### src/rtl/cdc_fifo_read_arbiter.sv
// Round-robin, burst-granular arbiter sharing a FIFO read port among NUM_REQ consumers.
// One burst of up to BURST_MAX words per grant, with early release on withdrawn request or prolonged empty.
module cdc_fifo_read_arbiter #(
  parameter int NUM_REQ     = 4,
  parameter int DATA_WIDTH  = 8,
  parameter int BURST_MAX   = 4,
  parameter int EMPTY_LIMIT = 8
) (
  input  logic                  clock,
  input  logic                  reset,
  input  logic                  fifo_empty,
  input  logic [DATA_WIDTH-1:0] fifo_read_data,
  output logic                  fifo_increment,
  input  logic [NUM_REQ-1:0]    req,
  input  logic [NUM_REQ-1:0]    ready,
  output logic [NUM_REQ-1:0]    grant,
  output logic                  out_valid,
  output logic [DATA_WIDTH-1:0] out_data,
  output logic                  out_last,
  output logic                  fsm_state
);

  localparam int PW = (NUM_REQ > 1) ? $clog2(NUM_REQ) : 1;
  localparam int BW = $clog2(BURST_MAX + 1);
  localparam int EW = $clog2(EMPTY_LIMIT + 1);
  localparam logic [BW-1:0] LAST_CNT  = BW'(BURST_MAX - 1);
  localparam logic [EW-1:0] EMPTY_END = EW'(EMPTY_LIMIT - 1);

  typedef enum logic {IDLE = 1'b0, BURST = 1'b1} state_t;

  // Handshake: a word moves to consumer g on a cycle where out_valid and ready[g] are both high;
  // that same cycle pops the FIFO. out_valid never depends on ready.
  state_t              state, state_nxt;
  logic [NUM_REQ-1:0]  grant_q, grant_nxt;
  logic [PW-1:0]       rr_ptr, rr_nxt, sel;
  logic [BW-1:0]       burst_cnt, burst_nxt;
  logic [EW-1:0]       empty_cnt, empty_nxt;
  logic                req_g, ready_g;

  // rr_ptr holds the granted index for the whole burst, since it only moves at grant time.
  assign req_g     = req[rr_ptr];
  assign ready_g   = ready[rr_ptr];
  assign grant     = grant_q;
  assign out_data  = fifo_read_data;
  assign fsm_state = (state == BURST);

  always_comb begin : sel_search
    logic [PW-1:0] cand;
    logic          found;
    cand  = '0;
    found = 1'b0;
    sel   = rr_ptr;
    for (int i = 1; i <= NUM_REQ; i++) begin
      cand = PW'((int'(rr_ptr) + i) % NUM_REQ);
      if (!found && req[cand]) begin
        sel   = cand;
        found = 1'b1;
      end
    end
  end

  always_comb begin
    state_nxt      = state;
    grant_nxt      = grant_q;
    rr_nxt         = rr_ptr;
    burst_nxt      = burst_cnt;
    empty_nxt      = empty_cnt;
    out_valid      = 1'b0;
    out_last       = 1'b0;
    fifo_increment = 1'b0;
    case (state)
      IDLE: begin
        if (|req && !fifo_empty) begin
          state_nxt = BURST;
          grant_nxt = NUM_REQ'(1) << sel;
          rr_nxt    = sel;
          burst_nxt = '0;
          empty_nxt = '0;
        end
      end
      BURST: begin
        // Gating with reset keeps the FIFO from popping in a reset cycle.
        out_valid      = !fifo_empty && req_g && !reset;
        out_last       = out_valid && (burst_cnt == LAST_CNT);
        fifo_increment = out_valid && ready_g;
        if (!req_g) begin
          state_nxt = IDLE;
          grant_nxt = '0;
        end else if (fifo_increment) begin
          burst_nxt = burst_cnt + 1'b1;
          if (out_last) begin
            state_nxt = IDLE;
            grant_nxt = '0;
          end
        end else if (fifo_empty) begin
          if (empty_cnt == EMPTY_END) begin
            state_nxt = IDLE;
            grant_nxt = '0;
          end else begin
            empty_nxt = empty_cnt + 1'b1;
          end
        end
        if (!fifo_empty) empty_nxt = '0;
      end
      default: begin
        state_nxt = IDLE;
        grant_nxt = '0;
      end
    endcase
  end

  always_ff @(posedge clock) begin
    if (reset) state <= IDLE;
    else       state <= state_nxt;
  end

  always_ff @(posedge clock) begin
    if (reset) begin
      grant_q   <= '0;
      rr_ptr    <= PW'(NUM_REQ - 1);
      burst_cnt <= '0;
      empty_cnt <= '0;
    end else begin
      grant_q   <= grant_nxt;
      rr_ptr    <= rr_nxt;
      burst_cnt <= burst_nxt;
      empty_cnt <= empty_nxt;
    end
  end

endmodule

### config.mk
export PLATFORM = sky130hd
export DESIGN_NAME = cdc_fifo_read_arbiter
export DESIGN_NICKNAME = d
export VERILOG_FILES = /design/src/rtl/cdc_fifo_read_arbiter.sv
export SDC_FILE = /design/constraint.sdc
export NUM_CORES = 1
export LEC_CHECK = 0
export ABC_AREA = 0
export BUFFER_PORTS_ARGS = -buffer_cell sky130_fd_sc_hd__buf_4
export CELL_PAD_IN_SITES_DETAIL_PLACEMENT = 0
export CELL_PAD_IN_SITES_GLOBAL_PLACEMENT = 2
export CORE_ASPECT_RATIO = 0.75
export CORE_MARGIN = 10
export CORE_UTILIZATION = 29
export DETAILED_ROUTE_END_ITERATION = 12
export GPL_ROUTABILITY_DRIVEN = 0
export PLACE_DENSITY_LB_ADDON = 0.12
export SLEW_MARGIN = 25
export SYNTH_ARGS = -nofsm -noshare
export SYNTH_HDL_FRONTEND = slang
export SYNTH_SLANG_ARGS = --single-unit
### constraint.sdc
create_clock -name clock -period 5.9 [get_ports clock]
set_clock_uncertainty 0.15 [all_clocks]
set_input_delay 0.59 -clock clock [delete_from_list [all_inputs] [get_ports clock]]
set_output_delay 0.59 -clock clock [all_outputs]
set_load 0.005 [all_outputs]
==> results by group <==
Die
  – CORE AREA: approximately 3000 um2
  – Height of the die: 69.4 um
  – FP Rows: 17
  – Die Area: about 6000 um2
  – Die W: 85.9 um
  – Io pins: 35
  – Starting Density: 0.311

Power and ir drop
  – Worst VDD drop: roughly 0.096 mV
  – PwrDens: 245 nW/um2
  – Total Power: 0.268 mW
  – Leak: between 0.4 and 0.5 nW

Route
  – # DRC: 0
  – Via Count: 757
  – DR WL/cell: approximately 14 um
  – Post-route ant nets: 0
  – Vias per inst: 4.85
  – First-pass iteration count of the detailed router: 4
  – DRT Wirelength: 2170 um
  – Initial DRC Count: 49

Timing
  – Least-Margin Pin Slew: ~480 ps
  – Slew Limit Headroom: 0.675
  – Unrepaired setup endpoints after global routing: no
  – Final Hold Vio Count: 0
  – Final Critical Period: 2580 ps
  – Final worst path period share: 0.436
  – Finish-stage setup viols: 0
  – Setup slack after layout: about 3300 ps
  – Max Clock Freq: 0.388 GHz
  – Total Neg Setup Slack: 0 ps
  – Slew Limit Fails: 0

Synth
  – Post-Syn Area per Cell: slightly below 9 um2
  – Async set-reset flop share out of synthesis: 0
  – Mapped Nets: 130
  – Synth Register Bits: 14
  – Synthesis warning total: 0
  – Post-synth top cells: dfxtp_1 (14), nand2_1 (12), nor2_1 (11)
  – Post-synthesis cell area: 945 um2
  – Synth area leader: dfxtp_1
  – Post-synth EDFFs: 0
  – Sequential share of the synthesized area: 0.297
  – Gate Count Post-Synth: around 110
  – Ys flop type: dfxtp_1
  – Most frequent cell after synthesis: dfxtp_1
  – Post-synthesis cell type count: 32
  – Area contributors post-synth: dfxtp_1 (30%), mux2i_1 (7.4%), buf_4 (6.4%)
  – Top cell type's share of synthesized area: 0.297

Clock network
  – Post-CTS setup buffer count: 0
  – Maximum root-to-sink buffer count: 2
  – CTS buffer count: 3
  – Post-CTS Resized: 0
  – Number of H-tree levels: 1
  – Clock root buffer: clkbuf_8
  – CTS tree: yes
  – Clk slew on worst S/H paths: 60 ps
  – Hold Buf Count CTS: 0
  – Clock Latency Late Sink: 240 ps
  – Clock Sinks: 14

Setup path
  – Worst reg2reg path depth: 5
  – Critical Path RT: 5160 ps
  – Reg2reg end: grant[0]$_SDFFE_PP0P_
  – Worst setup SP type: flip-flop
  – Worst R2R Start: rr_ptr[0]$_SDFFE_PP1P_
  – Crit end category: primary output
  – Setup slack, reg-to-reg: 3730 ps
  – Worst setup path category: flip-flop to primary output
  – Worst EP arrival: around 1800 ps
  – Crit Path Max Fanout: 11

Finish
  – Layout cell share with drive strength beyond 1: 0.254
  – Design area: roughly 1100 um2
  – Diode count: 0
  – Layout Nets: 141
  – Area growth from synthesis to final layout: 15.5%

Hold path
  – Hold Crit Class: flip-flop to flip-flop
  – Worst hold endpoint: grant[3]$_SDFFE_PP0P_
  – WHS Path Cells: 2
  – Hold path startpoint: grant[3]$_SDFFE_PP0P_

GRT
  – Largest net degree at the start of global routing: 12
  – GRT Total Usage: 0.0750
  – First-pass GRT wire length: 3680 um
  – Remaining global-route overflow: 0
  – Antenna violations before repair: 0
  – Vias in the first global route: 747

Placement
  – Port-buffer cells: 18
  – Area of placed instances: 1040 um2
  – Post-DP HPWL: 1680 um
  – Pre-CTS setup slack: 3520 ps

Status
  – Status: complete, no violations

Job
  – Max Cap Viol: 0
## logic make-up (layout without fill, tap and decap cells)
| logic type | after synthesis | count (layout) | share of synthesized area |
|---|---|---|---|
| DFF | 14 | 14 | 0.297 |
| and+or+nand+nor | 45 | 45 | 0.253 |
| adders and majority gates | 3 | 3 | 0.0397 |
| muxes | 11 | 11 | 0.150 |
| xor gates and xnor gates | 3 | 3 | 0.0278 |
| buffers and inverters | 16 | 26 | 0.113 |
| AOI/OAI and AO/OA | 16 | 16 | 0.121 |
## how the worst max path moves through the flow
stage | startpoint | cells after the start | slack, ps | to
2_1_floorplan | ready[3] | 3 | 3750 | fifo_increment
3_3_place_gp | ready[3] | 4 | 3530 | fifo_increment
3_5_place_dp | ready[3] | 4 | 3520 | fifo_increment
4_1_cts | rr_ptr[1]$_SDFFE_PP1P_ | 5 | 3320 | out_last
5_1_grt | rr_ptr[1]$_SDFFE_PP1P_ | 5 | 3210 | out_last
6_report | rr_ptr[1]$_SDFFE_PP1P_ | 4 | 3320 | fifo_increment
## critical path, stage by stage, from the launching register on
cell     delay [ps]
dfxtp_1         590
mux2i_1         300
o22a_1          280
and3b_1         260
buf_4           160
## per-layer routing
metal / wire [um] / vias up / track usage / share of wire
li1: - / 390 / - / -
met1: 1110 / 336 / 0.0952 / 0.51
met2: 859 / 21 / 0.102 / 0.40
met3: 148 / 10 / 0.0328 / 0.068
met4: 56 / 0 / 0.0399 / 0.026
met5: 0 / - / 0 / 0
## state kept, by name, indices dropped and copies added, names as in the netlist
signal     flops
rr_ptr         2
empty_cnt      4
fsm_state      1
grant          4
burst_cnt      3
## where the power goes
| group | leakage, nW | switching, mW | internal (mW) | total [mW] |
|---|---|---|---|---|
| Sequential | 0.114 | 0.0102 | 0.101 | 0.111 |
| Combinational | 0.311 | 0.0324 | 0.0321 | 0.0645 |
| Clock | 0.0288 | 0.0325 | 0.0591 | 0.0916 |
## area by class of cell
type,instances,area [um2]
multi-input cells,78,558
flip-flops and latches,14,280
clock buffers,4,55.1
fillers,317,1950
inverters,4,15.0
repair buffers,18,135
well taps,38,47.5
## cells in the final DEF, fill, tap and decap left out, drive strengths merged, types with 2 or more instances in the layout
cell type	count
buf	18
dfxtp	14
nand2	12
nor2	11
a21oi	8
mux2i	7
nor3	5
inv	4
nand3b	4
clkbuf	4
nand3	3
o21ai	3
xnor2	3
ha	3
nand2b	2
and2	2
nor3b	2
or4	2
mux2	2
mux4	2
## per-stage QoR
step | instances | utilization | hold WS (ps)
detailed placement | 152 | 0.341 | 305
finish | 156 | 0.359 | 310
global route | 156 | 0.359 | 330
global placement | 152 | 0.341 | 294
CTS | 156 | 0.359 | 313
floorplan | 108 | - | 301
Power figures use the tool's default switching activity.
